## config.mk

```make
export PLATFORM = sky130hd
export DESIGN_NAME = addressable_register_bank
export DESIGN_NICKNAME = d
export VERILOG_FILES = /design/src/rtl/addressable_register_bank_pkg.sv /design/src/rtl/addressable_register_bank_decoder.sv /design/src/rtl/addressable_register_bank.sv
export SDC_FILE = /design/constraint.sdc
export NUM_CORES = 1
export LEC_CHECK = 0
export ABC_AREA = 1
export BUFFER_PORTS_ARGS = -buffer_cell sky130_fd_sc_hd__buf_2
export CORE_UTILIZATION = 55
export DETAILED_ROUTE_END_ITERATION = 16
export HOLD_SLACK_MARGIN = 0.1
export PLACE_DENSITY = 0.82
export SYNTH_ARGS = -nofsm -noshare
export SYNTH_HDL_FRONTEND = slang
export SYNTH_SLANG_ARGS = --single-unit
```

## constraint.sdc

```tcl
create_clock -name CLK -period 2.3 [get_ports CLK]
set_clock_uncertainty 0.15 [all_clocks]
set_input_delay 0.46 -clock CLK [delete_from_list [all_inputs] [get_ports CLK]]
set_output_delay 0.46 -clock CLK [all_outputs]
set_load 0.02 [all_outputs]
```

## src/rtl/addressable_register_bank_pkg.sv

```systemverilog
// ============================================================================
// addressable_register_bank_pkg
// Shared types and helpers for the addressable register bank.
// Revision: 1.0
// ============================================================================
`default_nettype none

package addressable_register_bank_pkg;

  typedef enum logic [1:0] {
    ST_IDLE   = 2'd0,
    ST_ACTIVE = 2'd1,
    ST_MISS   = 2'd2
  } state_e;

  // A single-register bank still needs one pointer bit.
  function automatic int ptr_width(input int depth);
    return (depth <= 2) ? 1 : $clog2(depth);
  endfunction

endpackage

`default_nettype wire

```

## src/rtl/addressable_register_bank_decoder.sv

```systemverilog
// ============================================================================
// reg_bank_decoder
// Range check of a start address against the bank, plus base subtraction.
// Revision: 1.0
// ============================================================================
`default_nettype none

module reg_bank_decoder #(
  parameter int AddressWidth = 8,
  parameter int BaseAddress  = 'h00,
  parameter int Depth        = 8,
  parameter int PtrWidth     = 3
) (
  input  logic [AddressWidth-1:0] addr,
  output logic                    in_range,
  output logic [PtrWidth-1:0]     ptr_load
);

  localparam logic [AddressWidth:0] c_base  = (AddressWidth+1)'(BaseAddress);
  localparam logic [AddressWidth:0] c_depth = (AddressWidth+1)'(Depth);

  // One extra bit keeps the borrow: an address below the base wraps to a
  // huge offset and fails the single upper-bound compare.
  logic [AddressWidth:0] w_offset;

  always_comb begin
    w_offset = {1'b0, addr} - c_base;
    in_range = (w_offset < c_depth);
    ptr_load = w_offset[PtrWidth-1:0];
  end

endmodule

`default_nettype wire

```

## src/rtl/addressable_register_bank.sv

```systemverilog
// ============================================================================
// addressable_register_bank
// Depth registers with auto-incrementing pointer, registered read-back and a
// write-only mask. Define REG_BANK_SHADOW_EN for shadow/commit buffering.
// Revision: 1.0
// ============================================================================
`default_nettype none

module addressable_register_bank
  import addressable_register_bank_pkg::*;
#(
  parameter int               AddressWidth  = 8,
  parameter int               BaseAddress   = 'h00,
  parameter int               BitWidth      = 8,
  parameter int               Depth         = 8,
  parameter logic [Depth-1:0] WriteOnlyMask = '0
) (
  input  logic                      CLK,
  input  logic                      _RST,
  input  logic                      Start,
  input  logic [AddressWidth-1:0]   AddressBus,
  input  logic                      WriteStrobe,
  input  logic                      ReadStrobe,
  input  logic [BitWidth-1:0]       DataIn,
  input  logic                      Commit,
  output logic [BitWidth-1:0]       DataOut,
  output logic                      DataValid,
  output logic                      Hit,
  output logic                      Pending,
  output logic [Depth*BitWidth-1:0] Regs
);

  localparam int PtrWidth = ptr_width(Depth);

  state_e                state_q, state_d, cur_state;
  logic [PtrWidth-1:0]   ptr_q, ptr_d, cur_ptr, ptr_load;
  logic                  in_range;
  logic [BitWidth-1:0]   regs_q [Depth];
  logic [BitWidth-1:0]   regs_d [Depth];
  logic [BitWidth-1:0]   data_out_q, data_out_d, rd_word;
  logic                  data_valid_q, data_valid_d;
  logic                  hit_q, hit_d;
  logic                  wr_en, rd_en;

  reg_bank_decoder #(
    .AddressWidth (AddressWidth),
    .BaseAddress  (BaseAddress),
    .Depth        (Depth),
    .PtrWidth     (PtrWidth)
  ) u_decoder (
    .addr     (AddressBus),
    .in_range (in_range),
    .ptr_load (ptr_load)
  );

  // A strobe coincident with Start acts on the freshly decoded pointer.
  always_comb begin
    cur_state = state_q;
    cur_ptr   = ptr_q;
    if (Start) begin
      cur_state = in_range ? ST_ACTIVE : ST_MISS;
      if (in_range) cur_ptr = ptr_load;
    end
    wr_en = WriteStrobe && (cur_state == ST_ACTIVE);
    rd_en = ReadStrobe && (cur_state != ST_IDLE);
  end

`ifdef REG_BANK_SHADOW_EN
  logic [BitWidth-1:0] shadow_q [Depth];
  logic [BitWidth-1:0] shadow_d [Depth];
  logic                pending_q, pending_d;

  always_comb begin
    shadow_d  = shadow_q;
    regs_d    = Commit ? shadow_q : regs_q;
    pending_d = Commit ? 1'b0 : pending_q;
    if (wr_en) begin
      shadow_d[cur_ptr] = DataIn;
      pending_d         = 1'b1;
    end
    rd_word = shadow_q[cur_ptr];
  end

  always_ff @(posedge CLK or negedge _RST) begin
    if (!_RST) begin
      for (int k = 0; k < Depth; k++) shadow_q[k] <= '0;
      pending_q <= 1'b0;
    end else begin
      shadow_q  <= shadow_d;
      pending_q <= pending_d;
    end
  end

  assign Pending = pending_q;
`else
  logic unused_commit;
  assign unused_commit = Commit;

  always_comb begin
    regs_d = regs_q;
    if (wr_en) regs_d[cur_ptr] = DataIn;
    rd_word = regs_q[cur_ptr];
  end

  assign Pending = 1'b0;
`endif

  always_comb begin
    state_d      = cur_state;
    ptr_d        = cur_ptr;
    data_out_d   = data_out_q;
    data_valid_d = 1'b0;
    if (rd_en) begin
      data_valid_d = 1'b1;
      data_out_d   = ((cur_state == ST_ACTIVE) && !WriteOnlyMask[cur_ptr]) ? rd_word : '0;
    end
    if ((cur_state == ST_ACTIVE) && (WriteStrobe || ReadStrobe)) begin
      ptr_d = (cur_ptr == PtrWidth'(Depth - 1)) ? '0 : cur_ptr + PtrWidth'(1);
    end
    hit_d = (state_d == ST_ACTIVE);
  end

  always_ff @(posedge CLK or negedge _RST) begin
    if (!_RST) begin
      state_q      <= ST_IDLE;
      ptr_q        <= '0;
      for (int k = 0; k < Depth; k++) regs_q[k] <= '0;
      data_out_q   <= '0;
      data_valid_q <= 1'b0;
      hit_q        <= 1'b0;
    end else begin
      state_q      <= state_d;
      ptr_q        <= ptr_d;
      regs_q       <= regs_d;
      data_out_q   <= data_out_d;
      data_valid_q <= data_valid_d;
      hit_q        <= hit_d;
    end
  end

  generate
    for (genvar k = 0; k < Depth; k++) begin : g_regs
      assign Regs[k*BitWidth +: BitWidth] = regs_q[k];
    end
  endgenerate

  assign DataOut   = data_out_q;
  assign DataValid = data_valid_q;
  assign Hit       = hit_q;

endmodule

`default_nettype wire

```

# Word-level counts from Yosys, hierarchy flattened
# Memories as Yosys holds them, arrays and structs flattened.
# Index checks and enable logic that the tools add are counted.
# totals
memories	1
elab_cells	45
out_inout_bits	75
input_bits	22
register_bits	79
romBits	8
# memory_table
name	depth	word_bits	read_ports	rd_clocked_by_memory_dff	write_ports	line	rtl
(name not given)	8	1	1	0	0	addressable_register_bank.sv:115	data_out_d = ((cur_state == ST_ACTIVE) && !WriteOnlyMask[cur_ptr]) ? rd_word : '0;
# op_classes
reduce_logical	8
add_sub_neg	1
muxes	15
eq_ne	2
n_bitwise	1
order_cmp	4
# op_table
operator	n
64-bit bitwise mux	1
8-bit 2-to-1 mux	4
8-bit binary-select mux with 3-bit select	1
8-bit demux with 3-bit select	1
3-bit 2-to-1 mux	4
8-bit by 4-bit < comparator with 1-bit output, second input constant	1
1-bit logical AND	5
4-bit >= comparator, second input constant	1
3-bit by 4-bit < comparator with 1-bit output, second input constant	1
4-bit by 1-bit < comparator with 1-bit output, second input constant	1
2-bit 2-to-1 mux	2
3-bit NOT with 4-bit output	1
3-bit by 1-bit adder with 3-bit output, second input constant	1
3-bit equality test, second input constant	1
2-bit by 1-bit equality test with 1-bit output, second input constant	1
1-bit 2-to-1 mux	2
2-bit nonzero test	1
1-bit zero test	1
1-bit logical OR	1

# Logic depth before layout (Yosys ltp)
# depth
depth_word	9
mapped_depth	11
mapped_depth_nobuf	9

# Modules after synthesis
# From an unflattened synthesis, not the netlist that was laid out.
# hier_totals
cells_unflattened	460
area_unflattened_um2	3953.8
# by_module_without_submodules
mod	instances	cells_per_inst	area_each_um2
addressable_register_bank	1	450	3905.0
reg_bank_decoder	1	10	48.8

# Worst setup path before layout
# Ideal clock, no wire load.
# synth_timing
path_kind	in2reg
startpoint	input port Start
endpoint	register regs_q (netlist bit Regs[53])
arrival_time_ps	1550
path_slack_ps	473
n_path_buf	2
setup_ps	127
cell_stages	11
required_time_ps	2023
path_cell_list	inv_2 -> nor2_4 -> nand3_4 -> nand2_2 -> nand2_2 -> nor2_4 -> buf_8 -> nand2_4 -> buf_6 -> nand2_1 -> o21ai_1
# synth_via
elab_chain_cells	7
# synth_lines
item	line	rtl
from (decl)	addressable_register_bank.sv:20	input logic Start,
3-bit 2-to-1 mux	addressable_register_bank.sv:60	if (Start) begin
3-bit NOT with 4-bit output (implied by the code)	addressable_register_bank.sv:101	if (wr_en) regs_d[cur_ptr] = DataIn;
4-bit >= comparator (implied by the code) / 4-bit by 1-bit < comparator with 1-bit output (equally long branches)	addressable_register_bank.sv:101	
1-bit logical AND (implied by the code)	addressable_register_bank.sv:101	
8-bit 2-to-1 mux (implied by the code)	addressable_register_bank.sv:101	
8-bit demux with 3-bit select	addressable_register_bank.sv:101	
64-bit bitwise mux	addressable_register_bank.sv:101	
to (signal assigned)	addressable_register_bank.sv:134	regs_q <= regs_d;
to (decl)	addressable_register_bank.sv:38	logic [BitWidth-1:0] regs_q [Depth];
# Several ways; a longest one is shown, not always the timed one.
# A chain may end at the register's enable or synchronous reset.

# Worst setup path in the final report
# layout_timing
startpoint	input port Start
endpoint	register data_out_q[4] (netlist: DataOut[4])
# layout_via
elab_chain_cells	6
# layout_lines
item	line	rtl
3-bit 2-to-1 mux	addressable_register_bank.sv:60	
memory 8 x 1 bit / 3-bit NOT with 4-bit output (equally long branches)	--	
1-bit 2-to-1 mux (implied by the code) / 8-bit binary-select mux with 3-bit select (equally long branches)	addressable_register_bank.sv:115, addressable_register_bank.sv:102	
1-bit zero test / 8-bit 2-to-1 mux (equally long branches)	addressable_register_bank.sv:115, addressable_register_bank.sv:102	
1-bit logical AND / 8-bit 2-to-1 mux (equally long branches)	addressable_register_bank.sv:115, addressable_register_bank.sv:102	
8-bit 2-to-1 mux	addressable_register_bank.sv:115	
to (signal assigned)	addressable_register_bank.sv:135	data_out_q <= data_out_d;
to (decl)	addressable_register_bank.sv:40	logic [BitWidth-1:0] data_out_q, data_out_d, rd_word;
# Several ways; a longest one is shown, not always the timed one. The select of a mux whose other input is x is not followed.

==> impl_metrics.json <==
{
  "grt_pass1_wl_um": 15800,
  "setup_viol": 0,
  "period_needed_ns": 1.85,
  "synth_edf_count": 0,
  "ant_nets": 0,
  "portBuffers": 94,
  "drv_cap": 0,
  "slew_violations": 0,
  "grt.total_usage_pct": 29.0,
  "ys_seq_area_share_pct": 51.5,
  "drt_pass1_iterations": 5,
  "grt.overflow.total": 0,
  "post-dp-hpwl_um": 7110,
  "placed_cell_area_um2": 4330,
  "utilization_pct": 67.3,
  "fmax_mhz": 539,
  "cts_root_buf": "clkbuf_8",
  "layout.nets": 543,
  "post_synth.cell_area_avg_um2": 8.99,
  "syn-instance-count": 427,
  "ys_seq_elements": 79,
  "tns_ns": 0,
  "via_per_inst": 5.56,
  "cts-htree-levels": 3,
  "antenna_found_initial": 0,
  "min-delay-start": "Start",
  "place.gp.congestion": 0.875,
  "worstPathArrival_ns": 1.94,
  "synth_nets": 449,
  "synth_top_cells_by_count": "nand2_1, dfrtp_1, o21ai_1",
  "ys_top_cells_by_area": "dfrtp_1, nand2_1, o21ai_1",
  "cts_tree": "built",
  "top_usage_layer": "met2",
  "worstSkewPairLatency_ns": 0.35,
  "diodes": 0,
  "grt_use_met2_pct": 44.5,
  "rsz0062_at_grt": "false",
  "status": "finished clean",
  "ctsResizeCount": 0,
  "grt_max_degree": 46,
  "ys_types": 26,
  "postSynth.asyncResetShare_pct": 100,
  "critPathLaunchType": "input port",
  "path_clk_slew_ns": 0.08,
  "design.die.area_um2": 7320,
  "power.density_nw_per_um2": 905,
  "post_cts_buffers": 0,
  "route.detailed.drc": 0,
  "yosys.area.top_type": "dfrtp_1",
  "ios": 97,
  "gr-usage-met3_pct": 5.29,
  "worstPathCellList": "buf_2 -> inv_2 -> nor2_4 -> nand3_4 -> nand2_1 -> nand2_4 -> buf_4 -> nand2_1 -> nand3_1 -> nand3_1 -> o21bai_1",
  "cp-startpoint": "Start",
  "row_count": 30,
  "synth_area_um2": 3840,
  "cts.sinks": 79,
  "p_leak_nw": 2.37,
  "cts_made_buffers": 9,
  "die_h_um": 85.5,
  "routedWlPerCell_um": 16.4,
  "syn_to_final_growth_pct": 18.5,
  "synth_ff_type": "dfrtp_1",
  "via_count": 3369,
  "drt_iter0_markers": 332,
  "crit_fanout": 17,
  "start_util_pct": 56.8,
  "worst-setup-path-type": "in2reg",
  "yosysTopAreaCellShare_pct": 51.5,
  "layout-drive-gt1-share_pct": 30.2,
  "hp-class": "in2reg",
  "crit_slowest_cell": "buf_4",
  "fp.dieW_um": 85.5,
  "clock_path_buffers": 2,
  "grt_pass1_vias": 3093,
  "nFillCells": 556,
  "period_share_pct": 80.6,
  "wirelength_um": 9950,
  "yosysWarningCount": 0,
  "gr-usage-met1_pct": 40.9,
  "cpPeakStageDelay_ns": 0.25,
  "yosysMostFrequentCell": "nand2_1",
  "end_kind": "flop",
  "coreArea_um2": 6760,
  "final_cell_area_um2": 4550,
  "hold_violations": 0,
  "ir_drop_uv": 552,
  "required_ns": 2.39,
  "reg2reg_from": "state_q[0]"
}
sequential cells by signal, indices dropped and copies added (netlist names):
register   flops
state_q        2
ptr_q          3
Regs          64
DataOut        8
DataValid      1
Hit            1
per-layer routing:
metal | vias to the layer above | share of wire, %
met5 | - | 0
met4 | 0 | 2.4
met3 | 22 | 7.5
met1 | 1613 | 42
li1 | 1577 | -
met2 | 157 | 48
logic make-up (layout without fill, tap and decap cells):
| kind of cell | Yosys count | after routing | synth area share, % |
|---|---|---|---|
| simple gates | 223 | 223 | 29.0 |
| xor+xnor | 2 | 2 | 0.457 |
| other cells | 1 | 1 | 0.0977 |
| buf+inv | 43 | 142 | 6.39 |
| compound gates | 79 | 79 | 12.6 |
| flops | 79 | 79 | 51.5 |
final cells by class:
class	instances	area, um2	area share, %
Sequential cell	79	1980	43.5
Multi-Input combinational cell	305	1620	35.5
Timing Repair Buffer	100	546	12.0
Clock buffer	10	128	2.81
Tap cell	80	100	2.20
Inverter	26	97.6	2.15
Clock inverter	6	85.1	1.87
cell usage in the layout (no fill, tap or decap), drive strengths merged:
| cell | synthesis | routed |
|---|---|---|
| bufinv | 0 | 2 |
| o31ai | 1 | 1 |
| o21ai | 67 | 67 |
| inv | 26 | 26 |
| nor2 | 18 | 18 |
| dfrtp | 79 | 79 |
| dlygate4sd3 | 0 | 1 |
| clkbuf | 0 | 10 |
| clkinvlp | 0 | 2 |
| nand3 | 41 | 41 |
| xor2 | 2 | 2 |
| o21bai | 8 | 8 |
| clkinv | 0 | 2 |
| buf | 17 | 99 |
| nand2 | 158 | 158 |
| nand4 | 6 | 6 |
| conb | 1 | 1 |
| a21oi | 2 | 2 |
| o21a | 1 | 1 |
per-stage QoR:
step                      hold WS [ns]  worst slack (ns)  total power, mW  instances
after floorplan                 0.0144             0.473             2.55        427
after global placement           0.292             0.139             2.96        589
after detailed placement         0.304            0.0898             3.00        589
after CTS                        0.245             0.458             4.11        606
after global routing             0.251             0.323             4.31        606
final                            0.252             0.445             4.12        606
path summary, 6_finish.rpt:
check                             endpoint  slack [ns]  cells after the start
worst max register to register    Regs[11]        0.61                      7
worst max-delay path            DataOut[4]        0.45                     11
max in group asynchronous         Regs[41]        0.96                      3
worst min-delay path                   Hit        0.25                      2
min in group asynchronous              Hit        0.45                      2
worst min register to register    Regs[50]        0.37                      2
power breakdown:
part	switching [mW]	internal, mW	leakage, nW	total (mW)
registers	0.109	1.52	1.05	1.63
clock network	0.514	0.608	0.102	1.12
logic	0.949	0.419	1.22	1.37
worst max-delay path, delay by kind of cell:
family	cells	cell delay, ns
buffers and inverters	3	0.44
and+or+nand+nor	7	0.96
AOI/OAI and AO/OA	1	0.07
what timing repair did:
action / CTS / global route
setup endpoints to repair: 0 / 0
hold endpoints to repair: 34 / 0
hold buffers: 1 / 0
No activity file was read; power rests on OpenSTA's default activity.
